--- config.mk ---
export PLATFORM = sky130hd
export DESIGN_NAME = acq_sequencer_flat
export DESIGN_NICKNAME = d
export VERILOG_FILES = /design/src/rtl/acq_sequencer_if.sv /design/src/rtl/acq_sequencer.sv /design/src/flat_wrapper.sv
export SDC_FILE = /design/constraint.sdc
export NUM_CORES = 1
export LEC_CHECK = 0
export ABC_AREA = 1
export CAP_MARGIN = 10
export CORE_MARGIN = 2
export CORE_UTILIZATION = 45
export CTS_CLUSTER_DIAMETER = 60
export DETAILED_ROUTE_END_ITERATION = 16
export PLACE_DENSITY = 0.73
export SYNTH_ARGS = -nofsm -noshare
export SYNTH_HDL_FRONTEND = slang
export SYNTH_SLANG_ARGS = --single-unit
--- constraint.sdc ---
create_clock -name clk -period 2.7 [get_ports clk]
set_input_delay 0.27 -clock clk [delete_from_list [all_inputs] [get_ports clk]]
set_output_delay 0.27 -clock clk [all_outputs]
set_load 0.02 [all_outputs]
--- src/rtl/acq_sequencer_if.sv ---
// rtl/acq_sequencer_if.sv - dispatcher handshake, probe/config inputs and sample RAM write port of the capture controller
interface acq_sequencer_if #(
  parameter int DATA_W = 8,
  parameter int ADDR_W = 4
);
  logic              grant_i;
  logic              done_o;
  logic [DATA_W-1:0] probe_i;
  logic              sample_en_i;
  logic [DATA_W-1:0] trig_mask_i;
  logic [DATA_W-1:0] trig_value_i;
  logic [ADDR_W-1:0] pre_len_i;
  logic              wr_en_o;
  logic [ADDR_W-1:0] wr_addr_o;
  logic [DATA_W-1:0] wr_data_o;
  logic [ADDR_W-1:0] start_addr_o;
  logic              triggered_o;
  logic              busy_o;

  modport slave (
    input  grant_i, probe_i, sample_en_i, trig_mask_i, trig_value_i, pre_len_i,
    output done_o, wr_en_o, wr_addr_o, wr_data_o, start_addr_o, triggered_o, busy_o
  );

  modport master (
    output grant_i, probe_i, sample_en_i, trig_mask_i, trig_value_i, pre_len_i,
    input  done_o, wr_en_o, wr_addr_o, wr_data_o, start_addr_o, triggered_o, busy_o
  );
endinterface

--- src/rtl/acq_sequencer.sv ---
// rtl/acq_sequencer.sv - pre-trigger / masked trigger / post-trigger capture into a circular sample buffer
module acq_sequencer #(
  parameter int DATA_W = 8,
  parameter int ADDR_W = 4
) (
  input  logic            clk,
  input  logic            rst_n,
  acq_sequencer_if.slave  bus
);

  typedef enum logic [2:0] {
    S_IDLE,
    S_PRE,
    S_ARMED,
    S_POST,
    S_DONE,
    S_RELEASE
  } state_e;

  state_e            state_q, state_d;
  logic [ADDR_W-1:0] addr_q, addr_d;
  logic [ADDR_W-1:0] cnt_q, cnt_d;
  logic [ADDR_W-1:0] pre_q, pre_d;
  logic [ADDR_W-1:0] start_q, start_d;
  logic [ADDR_W-1:0] wr_addr_q, wr_addr_d;
  logic [DATA_W-1:0] mask_q, mask_d;
  logic [DATA_W-1:0] value_q, value_d;
  logic [DATA_W-1:0] wr_data_q, wr_data_d;
  logic              wr_en_q, wr_en_d;
  logic              trig_q, trig_d;
  logic              done_q, done_d;
  logic              busy_q, busy_d;

  logic              active;
  logic              match;

  assign active = (state_q == S_PRE) || (state_q == S_ARMED) || (state_q == S_POST);
  assign match  = ((bus.probe_i ^ value_q) & mask_q) == '0;

  always_comb begin
    state_d   = state_q;
    addr_d    = addr_q;
    cnt_d     = cnt_q;
    pre_d     = pre_q;
    start_d   = start_q;
    wr_addr_d = wr_addr_q;
    wr_data_d = wr_data_q;
    mask_d    = mask_q;
    value_d   = value_q;
    trig_d    = trig_q;
    busy_d    = busy_q;
    wr_en_d   = 1'b0;
    done_d    = 1'b0;

    case (state_q)
      S_IDLE: begin
        if (bus.grant_i) begin
          // pre_len is ADDR_W bits wide, so it can never exceed DEPTH-1
          mask_d  = bus.trig_mask_i;
          value_d = bus.trig_value_i;
          pre_d   = bus.pre_len_i;
          cnt_d   = bus.pre_len_i;
          addr_d  = '0;
          trig_d  = 1'b0;
          busy_d  = 1'b1;
          state_d = (bus.pre_len_i == '0) ? S_ARMED : S_PRE;
        end
      end

      S_PRE, S_ARMED, S_POST: begin
        if (!bus.grant_i) begin
          // abort wins over a coincident sample strobe
          state_d = S_IDLE;
          busy_d  = 1'b0;
        end else if (bus.sample_en_i) begin
          wr_en_d   = 1'b1;
          wr_addr_d = addr_q;
          wr_data_d = bus.probe_i;
          addr_d    = addr_q + ADDR_W'(1);
          if (state_q == S_PRE) begin
            cnt_d = cnt_q - ADDR_W'(1);
            if (cnt_q == ADDR_W'(1)) state_d = S_ARMED;
          end else if (state_q == S_ARMED) begin
            if (match) begin
              trig_d  = 1'b1;
              start_d = addr_q - pre_q;
              // remaining post-trigger samples: DEPTH-1-pre_eff
              cnt_d   = ~pre_q;
              state_d = (pre_q == '1) ? S_DONE : S_POST;
            end
          end else begin
            cnt_d = cnt_q - ADDR_W'(1);
            if (cnt_q == ADDR_W'(1)) state_d = S_DONE;
          end
        end
      end

      S_DONE: begin
        done_d  = 1'b1;
        busy_d  = 1'b0;
        state_d = S_RELEASE;
      end

      S_RELEASE: begin
        if (!bus.grant_i) state_d = S_IDLE;
      end

      default: begin
        state_d = S_IDLE;
        busy_d  = 1'b0;
      end
    endcase
  end

  always_ff @(posedge clk or negedge rst_n) begin
    if (!rst_n) begin
      state_q   <= S_IDLE;
      addr_q    <= '0;
      cnt_q     <= '0;
      pre_q     <= '0;
      start_q   <= '0;
      wr_addr_q <= '0;
      wr_data_q <= '0;
      mask_q    <= '0;
      value_q   <= '0;
      wr_en_q   <= 1'b0;
      trig_q    <= 1'b0;
      done_q    <= 1'b0;
      busy_q    <= 1'b0;
    end else begin
      state_q   <= state_d;
      addr_q    <= addr_d;
      cnt_q     <= cnt_d;
      pre_q     <= pre_d;
      start_q   <= start_d;
      wr_addr_q <= wr_addr_d;
      wr_data_q <= wr_data_d;
      mask_q    <= mask_d;
      value_q   <= value_d;
      wr_en_q   <= wr_en_d;
      trig_q    <= trig_d;
      done_q    <= done_d;
      busy_q    <= busy_d;
    end
  end

  assign bus.done_o       = done_q;
  assign bus.wr_en_o      = wr_en_q;
  assign bus.wr_addr_o    = wr_addr_q;
  assign bus.wr_data_o    = wr_data_q;
  assign bus.start_addr_o = start_q;
  assign bus.triggered_o  = trig_q;
  assign bus.busy_o       = busy_q && active || busy_q && (state_q == S_DONE);

endmodule

--- src/flat_wrapper.sv ---
// flat-port wrapper written by rule: the top's interface ports become plain ports
module acq_sequencer_flat 
#(
  parameter int DATA_W = 8,
  parameter int ADDR_W = 4
)
  (clk, rst_n, bus_grant_i, bus_probe_i, bus_sample_en_i, bus_trig_mask_i, bus_trig_value_i, bus_pre_len_i, bus_done_o, bus_wr_en_o, bus_wr_addr_o, bus_wr_data_o, bus_start_addr_o, bus_triggered_o, bus_busy_o);
  acq_sequencer_if #(.DATA_W(DATA_W), .ADDR_W(ADDR_W)) bus_i ();
  input  logic clk;
  input  logic rst_n;
  input wire logic [$bits(bus_i.grant_i)-1:0] bus_grant_i;
  input wire logic [$bits(bus_i.probe_i)-1:0] bus_probe_i;
  input wire logic [$bits(bus_i.sample_en_i)-1:0] bus_sample_en_i;
  input wire logic [$bits(bus_i.trig_mask_i)-1:0] bus_trig_mask_i;
  input wire logic [$bits(bus_i.trig_value_i)-1:0] bus_trig_value_i;
  input wire logic [$bits(bus_i.pre_len_i)-1:0] bus_pre_len_i;
  output wire logic [$bits(bus_i.done_o)-1:0] bus_done_o;
  output wire logic [$bits(bus_i.wr_en_o)-1:0] bus_wr_en_o;
  output wire logic [$bits(bus_i.wr_addr_o)-1:0] bus_wr_addr_o;
  output wire logic [$bits(bus_i.wr_data_o)-1:0] bus_wr_data_o;
  output wire logic [$bits(bus_i.start_addr_o)-1:0] bus_start_addr_o;
  output wire logic [$bits(bus_i.triggered_o)-1:0] bus_triggered_o;
  output wire logic [$bits(bus_i.busy_o)-1:0] bus_busy_o;
  assign bus_i.grant_i = bus_grant_i;
  assign bus_i.probe_i = bus_probe_i;
  assign bus_i.sample_en_i = bus_sample_en_i;
  assign bus_i.trig_mask_i = bus_trig_mask_i;
  assign bus_i.trig_value_i = bus_trig_value_i;
  assign bus_i.pre_len_i = bus_pre_len_i;
  assign bus_done_o = bus_i.done_o;
  assign bus_wr_en_o = bus_i.wr_en_o;
  assign bus_wr_addr_o = bus_i.wr_addr_o;
  assign bus_wr_data_o = bus_i.wr_data_o;
  assign bus_start_addr_o = bus_i.start_addr_o;
  assign bus_triggered_o = bus_i.triggered_o;
  assign bus_busy_o = bus_i.busy_o;
  acq_sequencer #(.DATA_W(DATA_W), .ADDR_W(ADDR_W)) u_core (.clk(clk), .rst_n(rst_n), .bus(bus_i));
endmodule
==> key figures <==
Outcome
  • Status: finished, final reports clean

Worst setup path
  • Crit-path slowest cell: clkdlybuf4s50_1
  • Critical path's largest stage delay: 0.59 ns
  • Crit path required time: 2.43 ns
  • CP max FO: 6
  • WS Path Type: register to primary output
  • Setup crit start: u_core.state_q[1]
  • Startpoint types: register
  • CP arrival: 1.98 ns
  • R2R Path Start: u_core.state_q[1]
  • CP Capture Type: primary output
  • Crit-path cells: nor2_4 > inv_2 > nor2_1 > o21a_1 > clkdlybuf4s50_1

Routing
  • DR DRC count: 0
  • Detailed-route wire length per cell: 12.3 µm
  • WL met3: 266 µm
  • Top layer used by detailed routing: met4
  • Vias per inst: 4.91
  • WL met2: 2690 µm
  • Iter 0 DRT Violations: between 100 and 150
  • Final WL: 5610 µm
  • Drt pass-1 iters: 5
  • Final ANT Viol Nets: 0
  • Vias: 2,234
  • Metal-1 WL: 2590 µm

Timing
  • Max_slew headroom: 69.6%
  • Final min period: 2.25 ns
  • Fmax: 444 MHz
  • Fin. Hold Viols: 0
  • Slew Limit Fails: 0
  • WHS: around 0.41 ns
  • Final period utilization: 83.4%
  • RSZ-0062 raised after global routing: no
  • Worst Tran Pin Value: 0.456 ns
  • Final setup fails: 0
  • Setup TNS: 0 ns
  • Setup Skew: 0.0128 ns

Synth
  • #FFs+latches synth: slightly above 50
  • Avg Cell Area, Syn: approximately 8 µm²
  • Syn Inst Count: 326
  • Cell taking the most area after synthesis: dfrtp_1
  • Number of synthesized flops with an enable pin: 0
  • Top FF cell, synth: dfrtp_1
  • Sequential cell area fraction in the yosys report: 50.0%
  • Area share of the largest cell type after synthesis: 50.0%
  • Synth area leaders: dfrtp_1 50%, nand2_1 19%, inv_1 4.9%
  • Post-synth design cell area: between 0.002 and 0.003 mm²
  • Post-synth cell types: 24
  • Ys async rst share: between 90% and 100%
  • Cell with the most instances after synthesis: nand2_1
  • Post-synth top cells: 126 x nand2_1, 51 x dfrtp_1, 33 x inv_1
  • Synthesized net count: 365
  • Synth warn: 0

Placement
  • GP Congestion: 0.833
  • Detail Placement HPWL: roughly 4200 µm
  • Port-buffer cells: 51
  • DP Area: 0.00314 mm²
  • Dpl cells: approximately 450

CTS
  • Clock-pin slew on the worst setup and hold paths: 0.09 ns
  • CTS Sinks: 51
  • CTS hold repair buffers: 1
  • CTS tree: done
  • Setup bufs post-CTS: 0
  • H-tree lvl count: 2
  • CTS root buf: clkbuf_8
  • Post-CTS sizing: 0
  • Worst skew pair latency: between 0.3 and 0.4 ns
  • Max Buffers Root-to-Sink: 2
  • Total CTS buffers: 5

Floorplan
  • Core Footprint: 0.00551 mm²
  • Die area: 0.00629 mm²
  • Die height: around 79 µm
  • Row count: 27
  • Die width: between 70 and 80 µm
  • Initial Util: 46.4%
  • IO Pins: 52

Cells and area
  • Design Area, Final: 0.00329 mm²
  • Nets@finish: 421
  • Non-Filler Instances: about 460
  • Area delta synth->final: 28.7%
  • Ant diodes: 0
  • Fraction of layout cells with a size suffix above 1: 6.79%

GRT
  • Largest net degree at the start of global routing: 37
  • Vias in the first global route: 2,188
  • Gr ovfl total: 0
  • Overall Global Routing Usage: 19.4%
  • First-pass GRT wire length: approximately 9700 µm
  • Initial antenna violation count: 0

Run
  • Max Cap Viol: 0

Pwr
  • PwrDens: 1090 mW/mm²
  • Leakage: 0.00166 µW
  • Maximum vdd drop: 0.498 mV

Min path
  • Hold WC Path Type: input pin to asynchronous set/reset pin
==> layout by cell type (no fill, tap or decap), drive strengths merged, types with 3 or more instances in the layout <==
| cell | n |
|---|---|
| nor2 | 21 |
| a21oi | 4 |
| dfrtp | 51 |
| inv | 40 |
| clkdlybuf4s50 | 50 |
| o21ai | 34 |
| ha | 6 |
| clkbuf | 5 |
| nand3b | 3 |
| buf | 3 |
| nand2 | 128 |
| nand3 | 21 |
==> layout make-up <==
type | count | area, µm²
Multi-Input combinational cell | 230 | 1100
Tap cell | 72 | 90.1
Clock inverter | 3 | 67.6
Inverter | 40 | 150
Timing Repair Buffer | 54 | 531
Sequential cell | 51 | 1280
Clock buffer | 5 | 68.8
Fill cell | 494 | 2220
==> worst max-delay path: cells and delay by family (launching register included) <==
family	cells	cell delay [ns]
AO/OA/AOI/OAI	1	0.13
buffers and inverters	2	0.66
flip-flops	1	0.47
AND/OR/NAND/NOR	2	0.41
==> through the flow <==
step | worst slack (ns) | total power, µW | util (%)
2_1_floorplan | 1.36 | 2390 | -
3_3_place_gp | 0.845 | 2910 | 57.0
3_5_place_dp | 0.777 | 2970 | 57.0
4_1_cts | 0.435 | 3620 | 59.7
5_1_grt | 0.331 | 3900 | 59.7
6_report | 0.449 | 3590 | 59.7
==> report_power, final <==
group / internal (µW) / switching, µW
clock network: 370 / 264
registers: 1090 / 237
logic: 677 / 951
total: 2140 / 1450
==> cells by family after synthesis <==
logic type | after synthesis | synth area share (%)
simple gates | 177 | 29.4
flops | 51 | 50.0
buf+inv | 45 | 6.86
compound gates | 42 | 8.62
fa+ha+maj | 7 | 3.72
xor+xnor | 4 | 1.37
==> final timing paths <==
check	end	slack [ns]	cells past startpoint
setup / recovery	bus_busy_o	0.45	5
hold / removal	u_core.bus.start_addr_o[2]	0.41	2
setup reg to reg	u_core.value_q[7]	1.05	6
hold reg to reg	u_core.bus.triggered_o	0.48	2
max in group asynchronous	u_core.mask_q[4]	1.50	3
min in group clk	u_core.bus.triggered_o	0.48	2
==> per-layer routing <==
| layer | vias to the layer above | track usage, % |
|---|---|---|
| met5 | - | 0 |
| met4 | 0 | 4.83 |
| met3 | 6 | 4.55 |
| met2 | 60 | 33.5 |
| met1 | 1037 | 24.6 |
| li1 | 1131 | - |
==> state kept, by name, summed over array words and instances (netlist names) <==
name and flops:
u_core.bus.start_addr_o 4, u_core.bus.done_o 1, u_core.addr_q 4, u_core.busy_q 1, u_core.state_q 3, u_core.value_q 8, u_core.bus.wr_data_o 8, u_core.bus.wr_addr_o 4
u_core.cnt_q 4, u_core.bus.wr_en_o 1, u_core.mask_q 8, u_core.bus.triggered_o 1, u_core.pre_q 4
Note: power is estimated with default switching activity, not from simulation.
